[src/rtl/deferred_report_queue_if.sv]
// Port bundle for deferred_report_queue: tentative report input, flush/commit
// controls, matured-report valid/ready output and status counters.
interface deferred_report_queue_if #(
    parameter int unsigned ID_W       = 4,
    parameter int unsigned OP_W       = 32,
    parameter int unsigned PEND_DEPTH = 8
);
    logic                          rep_valid;
    logic [ID_W-1:0]               rep_id;
    logic [OP_W-1:0]               rep_opcode;
    logic                          flush;
    logic                          commit;
    logic                          out_valid;
    logic                          out_ready;
    logic [ID_W-1:0]               out_id;
    logic                          out_type;
    logic                          out_illegal;
    logic [$clog2(PEND_DEPTH):0]   pend_count;
    logic [7:0]                    drop_count;
    logic                          busy;

    modport master (
        output rep_valid, rep_id, rep_opcode, flush, commit, out_ready,
        input  out_valid, out_id, out_type, out_illegal, pend_count, drop_count, busy
    );

    modport slave (
        input  rep_valid, rep_id, rep_opcode, flush, commit, out_ready,
        output out_valid, out_id, out_type, out_illegal, pend_count, drop_count, busy
    );
endinterface

[src/rtl/deferred_report_queue.sv]
// Deferred-assertion failure report queue: tentative reports are flushed or matured,
// classified, and delivered through an output FIFO. Optional: DEFERRED_REPORT_DEDUP_EN.
module deferred_report_queue #(
    parameter int unsigned ID_W       = 4,
    parameter int unsigned OP_W       = 32,
    parameter int unsigned PEND_DEPTH = 8,
    parameter int unsigned OUT_DEPTH  = 4
) (
    input  logic                   clk,
    input  logic                   rst,
    deferred_report_queue_if.slave bus
);
    localparam int unsigned PW = $clog2(PEND_DEPTH);
    localparam int unsigned OW = $clog2(OUT_DEPTH);

    typedef struct packed {
        logic [ID_W-1:0] id;
        logic [OP_W-1:0] opcode;
    } pend_t;

    typedef struct packed {
        logic [ID_W-1:0] id;
        logic            typ;
        logic            illegal;
    } out_t;

    typedef enum logic {IDLE, DRAIN} state_t;

    state_t        state;
    pend_t         pend_mem [PEND_DEPTH];
    logic [PW-1:0] pend_rd, pend_wr;
    logic [PW:0]   pend_cnt, snap;
    out_t          out_mem [OUT_DEPTH];
    logic [OW-1:0] out_rd, out_wr;
    logic [OW:0]   out_cnt;
    logic [7:0]    drops;

    logic  pend_full, out_full, pend_pop, pend_push, drop, dup, out_pop;
    pend_t head;
    out_t  head_cls, out_head;

    assign pend_full = (pend_cnt == (PW+1)'(PEND_DEPTH));
    assign out_full  = (out_cnt == (OW+1)'(OUT_DEPTH));
    assign pend_pop  = (state == DRAIN) && !bus.flush && !out_full;
    assign pend_push = bus.rep_valid && (bus.flush || (!dup && (!pend_full || pend_pop)));
    assign drop      = bus.rep_valid && !bus.flush && !dup && pend_full && !pend_pop;
    assign out_pop   = bus.out_valid && bus.out_ready;

    // Classify the pending head as it moves into the output FIFO
    always_comb begin
        head             = pend_mem[pend_rd];
        head_cls.id      = head.id;
        head_cls.typ     = (head.opcode >= OP_W'(32));
        head_cls.illegal = (head.opcode >= OP_W'(64));
    end

`ifdef DEFERRED_REPORT_DEDUP_EN
    // Match against live pending entries; the head leaving this cycle does not count
    always_comb begin
        dup = 1'b0;
        for (int i = 0; i < int'(PEND_DEPTH); i++) begin
            if (({1'b0, PW'(PW'(i) - pend_rd)} < pend_cnt) &&
                !(pend_pop && (PW'(i) == pend_rd)) &&
                (pend_mem[i].id == bus.rep_id))
                dup = 1'b1;
        end
    end
`else
    assign dup = 1'b0;
`endif

    always_ff @(posedge clk) begin
        if (pend_push) pend_mem[bus.flush ? '0 : pend_wr] <= '{id: bus.rep_id, opcode: bus.rep_opcode};
        if (pend_pop)  out_mem[out_wr] <= head_cls;
    end

    always_ff @(posedge clk) begin
        if (rst) begin
            state    <= IDLE;
            pend_rd  <= '0;
            pend_wr  <= '0;
            pend_cnt <= '0;
            snap     <= '0;
            out_rd   <= '0;
            out_wr   <= '0;
            out_cnt  <= '0;
            drops    <= '0;
        end else begin
            if (bus.flush) begin
                pend_rd  <= '0;
                pend_wr  <= pend_push ? PW'(1) : '0;
                pend_cnt <= pend_push ? (PW+1)'(1) : '0;
            end else begin
                if (pend_pop)  pend_rd <= pend_rd + PW'(1);
                if (pend_push) pend_wr <= pend_wr + PW'(1);
                pend_cnt <= pend_cnt + (PW+1)'(pend_push) - (PW+1)'(pend_pop);
            end

            if (drop && (drops != 8'hFF)) drops <= drops + 8'd1;

            if (pend_pop) out_wr <= out_wr + OW'(1);
            if (out_pop)  out_rd <= out_rd + OW'(1);
            out_cnt <= out_cnt + (OW+1)'(pend_pop) - (OW+1)'(out_pop);

            // Commit snapshots the current occupancy; later arrivals wait for the next commit
            case (state)
                IDLE: begin
                    if (bus.commit && !bus.flush && (pend_cnt != '0)) begin
                        snap  <= pend_cnt;
                        state <= DRAIN;
                    end
                end
                DRAIN: begin
                    if (bus.flush) begin
                        snap  <= '0;
                        state <= IDLE;
                    end else if (pend_pop) begin
                        snap <= snap - (PW+1)'(1);
                        if (snap == (PW+1)'(1)) state <= IDLE;
                    end
                end
                default: state <= IDLE;
            endcase
        end
    end

    assign out_head        = out_mem[out_rd];
    assign bus.out_valid   = (out_cnt != '0);
    assign bus.out_id      = bus.out_valid ? out_head.id : '0;
    assign bus.out_type    = bus.out_valid & out_head.typ;
    assign bus.out_illegal = bus.out_valid & out_head.illegal;
    assign bus.pend_count  = pend_cnt;
    assign bus.drop_count  = drops;
    assign bus.busy        = (state == DRAIN);
endmodule
[src/flat_wrapper.sv]
// flat-port wrapper written by rule: the top's interface ports become plain ports
module deferred_report_queue_flat 
#(
    parameter int unsigned ID_W       = 4,
    parameter int unsigned OP_W       = 32,
    parameter int unsigned PEND_DEPTH = 8,
    parameter int unsigned OUT_DEPTH  = 4
)
  (clk, rst, bus_rep_valid, bus_rep_id, bus_rep_opcode, bus_flush, bus_commit, bus_out_ready, bus_out_valid, bus_out_id, bus_out_type, bus_out_illegal, bus_pend_count, bus_drop_count, bus_busy);
  deferred_report_queue_if #(.ID_W(ID_W), .OP_W(OP_W), .PEND_DEPTH(PEND_DEPTH)) bus_i ();
  input  logic clk;
  input  logic rst;
  input wire logic [$bits(bus_i.rep_valid)-1:0] bus_rep_valid;
  input wire logic [$bits(bus_i.rep_id)-1:0] bus_rep_id;
  input wire logic [$bits(bus_i.rep_opcode)-1:0] bus_rep_opcode;
  input wire logic [$bits(bus_i.flush)-1:0] bus_flush;
  input wire logic [$bits(bus_i.commit)-1:0] bus_commit;
  input wire logic [$bits(bus_i.out_ready)-1:0] bus_out_ready;
  output wire logic [$bits(bus_i.out_valid)-1:0] bus_out_valid;
  output wire logic [$bits(bus_i.out_id)-1:0] bus_out_id;
  output wire logic [$bits(bus_i.out_type)-1:0] bus_out_type;
  output wire logic [$bits(bus_i.out_illegal)-1:0] bus_out_illegal;
  output wire logic [$bits(bus_i.pend_count)-1:0] bus_pend_count;
  output wire logic [$bits(bus_i.drop_count)-1:0] bus_drop_count;
  output wire logic [$bits(bus_i.busy)-1:0] bus_busy;
  assign bus_i.rep_valid = bus_rep_valid;
  assign bus_i.rep_id = bus_rep_id;
  assign bus_i.rep_opcode = bus_rep_opcode;
  assign bus_i.flush = bus_flush;
  assign bus_i.commit = bus_commit;
  assign bus_i.out_ready = bus_out_ready;
  assign bus_out_valid = bus_i.out_valid;
  assign bus_out_id = bus_i.out_id;
  assign bus_out_type = bus_i.out_type;
  assign bus_out_illegal = bus_i.out_illegal;
  assign bus_pend_count = bus_i.pend_count;
  assign bus_drop_count = bus_i.drop_count;
  assign bus_busy = bus_i.busy;
  deferred_report_queue #(.ID_W(ID_W), .OP_W(OP_W), .PEND_DEPTH(PEND_DEPTH), .OUT_DEPTH(OUT_DEPTH)) u_core (.clk(clk), .rst(rst), .bus(bus_i));
endmodule
[config.mk]
export PLATFORM = sky130hd
export DESIGN_NAME = deferred_report_queue_flat
export DESIGN_NICKNAME = d
export VERILOG_FILES = /design/src/rtl/deferred_report_queue_if.sv /design/src/rtl/deferred_report_queue.sv /design/src/flat_wrapper.sv
export SDC_FILE = /design/constraint.sdc
export NUM_CORES = 1
export LEC_CHECK = 0
export BUFFER_PORTS_ARGS = -buffer_cell sky130_fd_sc_hd__buf_2
export CORE_ASPECT_RATIO = 0.9
export CORE_MARGIN = 2
export CORE_UTILIZATION = 55
export DETAILED_ROUTE_END_ITERATION = 8
export GPL_TIMING_DRIVEN = 0
export MAX_ROUTING_LAYER = met4
export PLACE_DENSITY = 0.73
export SLEW_MARGIN = 20
export SYNTH_ARGS = -nofsm -noshare
export SYNTH_HDL_FRONTEND = slang
export SYNTH_SLANG_ARGS = --single-unit
[constraint.sdc]
create_clock -name clk -period 9.5 [get_ports clk]
set_clock_uncertainty 0.1 [all_clocks]
set_input_delay 1.9 -clock clk [delete_from_list [all_inputs] [get_ports clk]]
set_output_delay 1.9 -clock clk [all_outputs]
set_load 0.005 [all_outputs]
### Yosys cells after proc, flatten, opt, wreduce, memory -nomap -nowiden

Memories as Yosys holds them, arrays and structs flattened. A register that Yosys moved wholly into a read port is not among the register bits.
Cells that the tools add are included.

* $add $sub $neg: 10
* $lt $le $gt $ge: 2
* equality and inequality tests: 6
* mux-type cells: 24
* bitwise operators: 3
* reductions and logical operators: 21

Operators by type and width (number)
* greater-or-equal comparator 32 x 6 -> 1 bit (second input constant): 1
* greater-or-equal comparator 32 x 7 -> 1 bit (second input constant): 1
* two-way mux 4 bit: 5
* two-way mux 3 bit: 5
* logical AND 1 bit: 10
* two-way mux 1 bit: 10
* adder 8 x 1 -> 8 bit (second input constant): 1
* inequality test 8 bit (second input constant): 1
* case mux 4 bit (2 select lines): 1
* adder 3 x 1 -> 3 bit (second input constant): 2
* adder 2 x 1 -> 2 bit (second input constant): 2
* adder 4 x 1 -> 4 bit: 1
* == test 4 x 1 -> 1 bit (second input constant): 1
* == test 4 bit (second input constant): 1
* zero test 1 bit: 4
* two-way mux 2 bit: 2
* nonzero test 4 bit: 1
* subtractor 4 x 1 -> 4 bit: 1
* subtractor 4 x 1 -> 4 bit (second input constant): 1
* adder 3 x 1 -> 3 bit: 1
* == test 3 bit (second input constant): 1
* inequality test 3 bit (second input constant): 1
* nonzero test 3 bit: 1
* subtractor 3 x 1 -> 3 bit: 1
* other kinds (8): 10

* register bits after elaboration: 30
* bits in writable memories: 312
* input bits: 42
* output and inout port bits: 20
* word-level logic and storage cells: 77
* memories: 2

Memories
* u_core.pend_mem: words 8, bits a word 36, rd ports 1, clocked after Yosys merged registers in 1, wr ports 1, line deferred_report_queue.sv:30 `pend_t pend_mem [PEND_DEPTH];`
* u_core.out_mem: words 4, bits a word 6, rd ports 1, clocked after Yosys merged registers in 1, wr ports 1, line deferred_report_queue.sv:33 `out_t out_mem [OUT_DEPTH];`

### Longest topological paths before layout

Gate-level depths: netlist of run 1.

* depth in word-level cells: 9
* mapped depth: 11
* depth with buffers taken out: 11

### Worst setup path before layout of run 1

No wires, ideal clock.

* path type: input to register
* from: in bus_flush
* to: mem u_core.pend_mem[2][10] (netlist bit) (enable)
* setup time: 458 ps
* data arrival time: 4563 ps
* data required time: 8942 ps
* setup slack: 4379 ps
* cell stages on the path: 5
* path buffers: 1
* path through: buf_6 > nor4b_4 > o21ai_1 > nand4b_1 > nor3_1

* word-level cells in the longest chain between the ends: 8
* elaborated cells between the ends (all ways): 9
* those cells by class: 3 x mux; 6 x reduce/logical

Ends and longest elaborated chain
* from (decl): line flat_wrapper.sv:16 `input wire logic [$bits(bus_i.flush)-1:0] bus_flush;`
* zero test 1 bit: line deferred_report_queue.sv:44 `assign pend_pop = (state == DRAIN) && !bus.flush && !out_full;`
* logical AND 1 bit (2 in series): line deferred_report_queue.sv:44
* logical OR 1 bit (2 in series): line deferred_report_queue.sv:45 `assign pend_push = bus.rep_valid && (bus.flush || (!dup && (!pend_full || pend_pop)));`
* logical AND 1 bit: line deferred_report_queue.sv:45
* two-way mux 1 bit (2 in series): line deferred_report_queue.sv:73 `if (pend_push) pend_mem[bus.flush ? '0 : pend_wr] <= '{id: bus.rep_id, opcode: bus.rep_opcode};`
* to (decl): line deferred_report_queue.sv:30

Several ways; a longest one is shown, not always the timed one.

==> impl_metrics.py, run 1 <==
metrics = {
    "sta": {
        "setup-violations-final": 0,
        "hold_viol_final": 0,
        "period_minus_slack_ns": 4.09,
        "fin_crit_sh_pct": 43.1,
        "worst_pin_slew_ns": 0.614,
        "hold_slack_ns": 0.404,
        "drv_slew": 0,
        "fin_tns_setup_ns": 0,
        "relSlewSlack_pct": 58.5,
        "fmax_ghz": 0.244,
        "rsz0062_at_grt": "false",
    },
    "power_and_ir_drop": {
        "comb_power_share_pct": 6.6,
        "power_leakage_nw": 4.27,
        "p_int_mw": 2.24,
        "max-vdd-ir-drop_v": 0.000170,
        "p_per_area_nw_per_um2": 218,
        "switching_share_pct": 20.9,
        "power_frac_seq_pct": 53.6,
        "switchingPower_mw": 0.591,
        "p_clk_share_pct": 39.8,
    },
    "cts": {
        "max-clock-path-buffers": 3,
        "cts_tree": "yes",
        "cts-resized-gates": 0,
        "ctsHoldBuffers": 0,
        "clkTransAtPathRegs_ns": 0.06,
        "cts.sinks": 307,
        "numCtsBuffers": 29,
        "post_cts.repair.setup_buffers": 0,
        "htree_levels": 1,
        "cts_root_buf": "clkbuf_16",
        "clk-insertion-delay-late_ns": 0.56,
    },
    "floorplan": {
        "die_w_um": 154,
        "io-pin-count": 62,
        "rows": 49,
        "initial_core_util_pct": 56.0,
        "die_h_um": 139,
        "core_area_um2": 19900,
        "die_area_um2": 21400,
    },
    "yosys": {
        "synthArstFlopShare_pct": 0,
        "syn-num-nets": 689,
        "ys.flop_type": "edfxtp_1",
        "synth_cell_type_count": 52,
        "synth_seq_cells": 307,
        "synth_edf_count": 272,
        "synth.area.top_cells": "edfxtp_1 73%, dfxtp_1 6.3%, mux4_2 3.2%",
        "avgSynthCellArea_um2": 17.8,
        "syn_area_um2": 11200,
        "synth_top_area_share_pct": 73.2,
        "synthCells": 628,
        "ys_seq_area_share_pct": 79.5,
        "yosysWarnings": 0,
        "synth_top_area_cell": "edfxtp_1",
    },
    "worst_setup_path": {
        "required_ns": 7.50,
        "critPathCaptureType": "primary output",
        "cp.arrival_ns": 2.09,
        "worstRegToRegCells": 8,
        "cp_max_fo": 6,
        "start_kind": "register",
        "crit_family": "multiplexers",
        "max_stage_delay_ns": 0.57,
        "critPathKind": "register to primary output",
        "crit_buf_inv": 2,
        "slowest_stage": "mux4_2",
        "path_cells": "clkbuf_1 > mux4_2 > and2_1 > buf_2",
        "crit_cells": 4,
    },
    "placement": {
        "gp_congestion": 0.778,
        "portBuffers": 54,
        "place_inst": 947,
        "dp_hpwl_mm": 13.7,
    },
    "route": {
        "drt-total-wl_mm": 20.3,
        "wl_per_cell_um": 20.3,
        "drtIter0Drc": 478,
        "first_pass_iters": 5,
        "num_vias": 5784,
        "ant_nets": 0,
        "drcViolationCount": 0,
        "routed_via_density": 5.78,
    },
    "min_path": {
        "holdPathStages": 2,
        "hold_class": "register to register",
    },
    "grt": {
        "grt_pass1_wl_mm": 31.5,
        "antenna_found_initial": 0,
        "grt_pass1_vias": 5831,
        "grt_max_degree": 23,
        "grt-ovfl-total": 0,
        "grt_use_total_pct": 19.9,
    },
    "run": {
        "drv_cap": 0,
    },
    "outcome": {
        "status": "complete, no violations",
    },
    "layout": {
        "fillers": 1332,
        "syn_to_final_growth_pct": 16.2,
        "layout-drive-gt1-share_pct": 19.3,
        "nets": 784,
        "insertedDiodeCount": 0,
        "stdcell_count": 1001,
    },
}
## cells in the final DEF (no fill, tap or decap), drive strengths merged, types with 4 or more instances in the layout
master and count:
nor2b 8, nor4 40, nor2 45, nand3 11, clkinv 11, and2 13, mux4 16, ha 17
dfxtp 35, or3 4, and3 6, a31oi 4, xnor2 11, edfxtp 272, clkbuf 47, nand4 8
a211oi 6, nor3 11, buf 70, nand2b 4, inv 23, o21ai 7, nand2 26, o211ai 4
a21oi 11
## state kept, by name, summed over array words and instances (netlist names), named ones only
name	count
u_core.out_mem	24
u_core.bus.busy	1
u_core.bus.pend_count	4
u_core.pend_rd	3
u_core.pend_mem	248
u_core.pend_wr	3
u_core.out_cnt	3
u_core.snap	4
u_core.out_wr	2
u_core.bus.drop_count	8
u_core.out_rd	2
## synthesized netlist by cell type, types with 2 or more instances
master / n
o21ai_0: 6
o32ai_1: 2
mux2i_1: 3
nand3_1: 11
a31oi_1: 3
buf_2: 5
inv_1: 21
a211oi_1: 6
nor4b_1: 2
nand2_1: 26
a21oi_1: 11
dfxtp_1: 35
mux4_2: 16
nor4_1: 40
xnor2_1: 11
nor2_1: 44
o211ai_1: 3
nand4_1: 8
ha_1: 17
clkbuf_1: 8
edfxtp_1: 272
o22ai_1: 2
and3_1: 6
or3_1: 4
mux2_1: 3
nor2b_1: 8
nor3_1: 11
or4_1: 3
and2_1: 12
fa_1: 2
xor2_1: 3
nand2b_1: 4
## layout make-up
cell class	instances	area [um2]	area share [%]
Clock inverter	15	143	1.10
Inverter	21	78.8	0.608
Sequential cell	307	8870	68.4
Multi-Input combinational cell	286	2200	17.0
Buffer	14	66.3	0.511
Timing Repair Buffer	64	485	3.74
Clock buffer	39	805	6.20
Tap cell	255	319	2.46
## stage by stage
| step | utilization (%) | setup WS (ns) | power (mW) | instance area [um2] |
|---|---|---|---|---|
| after floorplan | - | 4.38 | 1.66 | 11200 |
| after global placement | 59.0 | 3.12 | 1.72 | 11700 |
| after detailed placement | 60.3 | 5.31 | 1.73 | 12000 |
| after CTS | 65.1 | 5.35 | 2.85 | 13000 |
| after global routing | 65.1 | 5.27 | 2.93 | 13000 |
| final | 65.1 | 5.41 | 2.83 | 13000 |
## worst min-delay path, stage by stage (launching register included)
cell and delay, ns:
dfxtp_1 0.33, o41ai_1 0.07, a21oi_1 0.06
## path summary, 6_finish.rpt
check        slack, ns                      from                        to
max reg2reg       6.67  u_core.bus.pend_count[2]    u_core.pend_mem[1][22]
min               0.40  u_core.bus.drop_count[6]  u_core.bus.drop_count[6]
max               5.41                  register             bus_out_id[0]
min reg2reg       0.40  u_core.bus.drop_count[6]  u_core.bus.drop_count[6]
## layer usage
metal,part of all wire (%),track usage (%)
met2,50,31.9
met5,0,-
met1,43,26.7
met4,2.3,5.66
met3,5.2,3.25
## cells by family (layout without fill, tap and decap cells)
kind of cell               Yosys count  in the layout  share of synthesized area (%)
DFF                                307            307                           79.5
xor gates and xnor gates            14             14                           1.10
and+or+nand+nor                    186            186                           8.95
muxes                               22             22                           3.80
adders and majority gates           19             19                           2.26
buffers and inverters               35            153                           1.30
AOI/OAI and AO/OA                   45             45                           3.12
## power by group through the flow
stage	clock network [mW]	registers (mW)	logic [mW]
final	1.12	1.52	0.186
after detailed placement	0	1.55	0.189
after CTS	1.14	1.52	0.190
after global routing	1.20	1.52	0.213
after floorplan	0	1.54	0.116
after global placement	0	1.54	0.175
Power figures use the tool's default switching activity.
==> inputs of run 2 (changes only) <==
- CORE_UTILIZATION: 55 -> 54
- PLACE_DENSITY: 0.73 -> 0.75
- clock period: 9.5 -> 3.5 ns (I/O delays scaled with it)
==> impl_metrics.py, run 2 (synthesis results as in run 1) <==
metrics = {
    "placement": {
        "place_inst": 946,
        "dp_slack_ns": 0.493,
        "gp_congestion": 0.773,
        "portBuffers": 54,
        "placed_area_um2": 12000,
        "dp_hpwl_mm": 13.4,
    },
    "worst_setup_path": {
        "start_kind": "register",
        "crit_family": "multiplexers",
        "cp.arrival_ns": 2.06,
        "required_ns": 2.70,
        "path_cells": "clkbuf_1 > mux4_2 > and2_1 > buf_2",
        "critPathKind": "register to primary output",
        "max_stage_delay_ns": 0.55,
        "cp_max_fo": 6,
        "slowest_stage": "mux4_2",
        "critPathCaptureType": "primary output",
        "crit_buf_inv": 2,
    },
    "route": {
        "num_vias": 5732,
        "wl_per_cell_um": 20.2,
        "ant_nets": 0,
        "drcViolationCount": 0,
        "first_pass_iters": 5,
        "drtIter0Drc": 494,
        "routed_via_density": 5.74,
        "drt-total-wl_mm": 20.2,
    },
    "cts": {
        "htree_levels": 1,
        "numCtsBuffers": 29,
        "clk-insertion-delay-late_ns": 0.55,
        "post_cts.repair.setup_buffers": 0,
        "clkTransAtPathRegs_ns": 0.06,
        "cts-resized-gates": 0,
        "ctsHoldBuffers": 0,
        "cts_root_buf": "clkbuf_16",
        "max-clock-path-buffers": 3,
        "cts.sinks": 307,
        "cts_tree": "yes",
    },
    "grt": {
        "grt_pass1_wl_mm": 31.6,
        "grt_max_degree": 23,
        "grt_pass1_vias": 5891,
        "grt-ovfl-total": 0,
        "grt_use_total_pct": 19.4,
        "antenna_found_initial": 0,
    },
    "layout": {
        "insertedDiodeCount": 0,
        "stdcell_count": 999,
        "fin_util_pct": 64.5,
        "syn_to_final_growth_pct": 16.1,
        "nets": 783,
        "layout_common_cells": "272 x edfxtp_1, 59 x buf_2, 40 x nor4_1",
        "layout_commonest_cell": "edfxtp_1",
        "largest_register": "u_core.pend_mem",
        "layout-drive-gt1-share_pct": 19.2,
        "largest_reg_flops": 248,
        "finalInstanceArea_um2": 13000,
    },
    "floorplan": {
        "die_area_um2": 21800,
        "die_h_um": 140,
        "rows": 49,
        "core_area_um2": 20100,
        "initial_core_util_pct": 55.5,
        "die_w_um": 156,
        "io-pin-count": 62,
    },
    "sta": {
        "relSlewSlack_pct": 59.2,
        "rsz0062_at_grt": "false",
        "hold_viol_final": 0,
        "drv_slew": 0,
        "worst_pin_slew_ns": 0.612,
        "period_minus_slack_ns": 2.86,
        "worst_slack_ns": 0.638,
        "fin_crit_sh_pct": 81.8,
        "hold_slack_ns": 0.325,
        "fmax_ghz": 0.349,
        "fin_tns_setup_ns": 0,
        "setup-violations-final": 0,
    },
    "power_and_ir_drop": {
        "fin_total_pwr_mw": 7.63,
        "p_per_area_nw_per_um2": 588,
        "power_leakage_nw": 4.25,
        "max-vdd-ir-drop_v": 0.000367,
    },
    "run": {
        "drv_cap": 0,
    },
    "min_path": {
        "hold_class": "input port to register",
    },
    "outcome": {
        "status": "complete, no violations",
    },
}
==> run 2: cell types whose count changed in the layout (fill, tap and decap cells not counted) <==
cell / before / now
buf_4: 3 / 0
clkbuf_16: 30 / 29
nor3_2: 1 / 0
clkinv_1: 6 / 5
nor3_4: 0 / 1
inv_8: 1 / 0
inv_6: 0 / 1
buf_6: 1 / 2
clkbuf_8: 2 / 3
buf_8: 0 / 1
==> run 2: final timing paths <==
| kind | slack [ns] | start | cells after the start | end |
|---|---|---|---|---|
| worst max-delay path | 0.64 | register | 4 | bus_out_id[2] |
| worst min-delay path | 0.33 | bus_rep_opcode[6] | 1 | u_core.pend_mem[7][6] |
| worst max register to register | 0.73 | u_core.bus.pend_count[2] | 8 | u_core.pend_mem[1][30] |
| worst min register to register | 0.40 | u_core.bus.drop_count[6] | 2 | u_core.bus.drop_count[6] |
==> run 2: area by class of cell <==
cell class,instances,area (um2)
clock inverter,14,136
clock buffer,39,793
buffer,14,66.3
multi-input combinational,286,2210
inverter,21,78.8
sequential,307,8870
fill,1358,7150
tap,255,319
timing repair buffer,63,489
==> run 2: metal layers <==
| layer | routed length [um] | part of all wire [%] | vias up | global-route usage, % |
|---|---|---|---|---|
| li1 | - | - | 2651 | - |
| met4 | 411 | 2.0 | 0 | 4.39 |
| met3 | 919 | 4.6 | 42 | 2.91 |
| met5 | 0 | 0 | - | - |
| met1 | 8830 | 44 | 2883 | 25.9 |
| met2 | 10000 | 50 | 156 | 32.2 |
==> run 2: power breakdown <==
part | switching (mW) | total [mW] | leakage (nW) | internal, mW
Clock | 1.26 | 3.01 | 0.457 | 1.74
Combinational | 0.270 | 0.503 | 1.07 | 0.233
Sequential | 0.0491 | 4.12 | 2.72 | 4.07
Total | 1.58 | 7.63 | 4.25 | 6.04
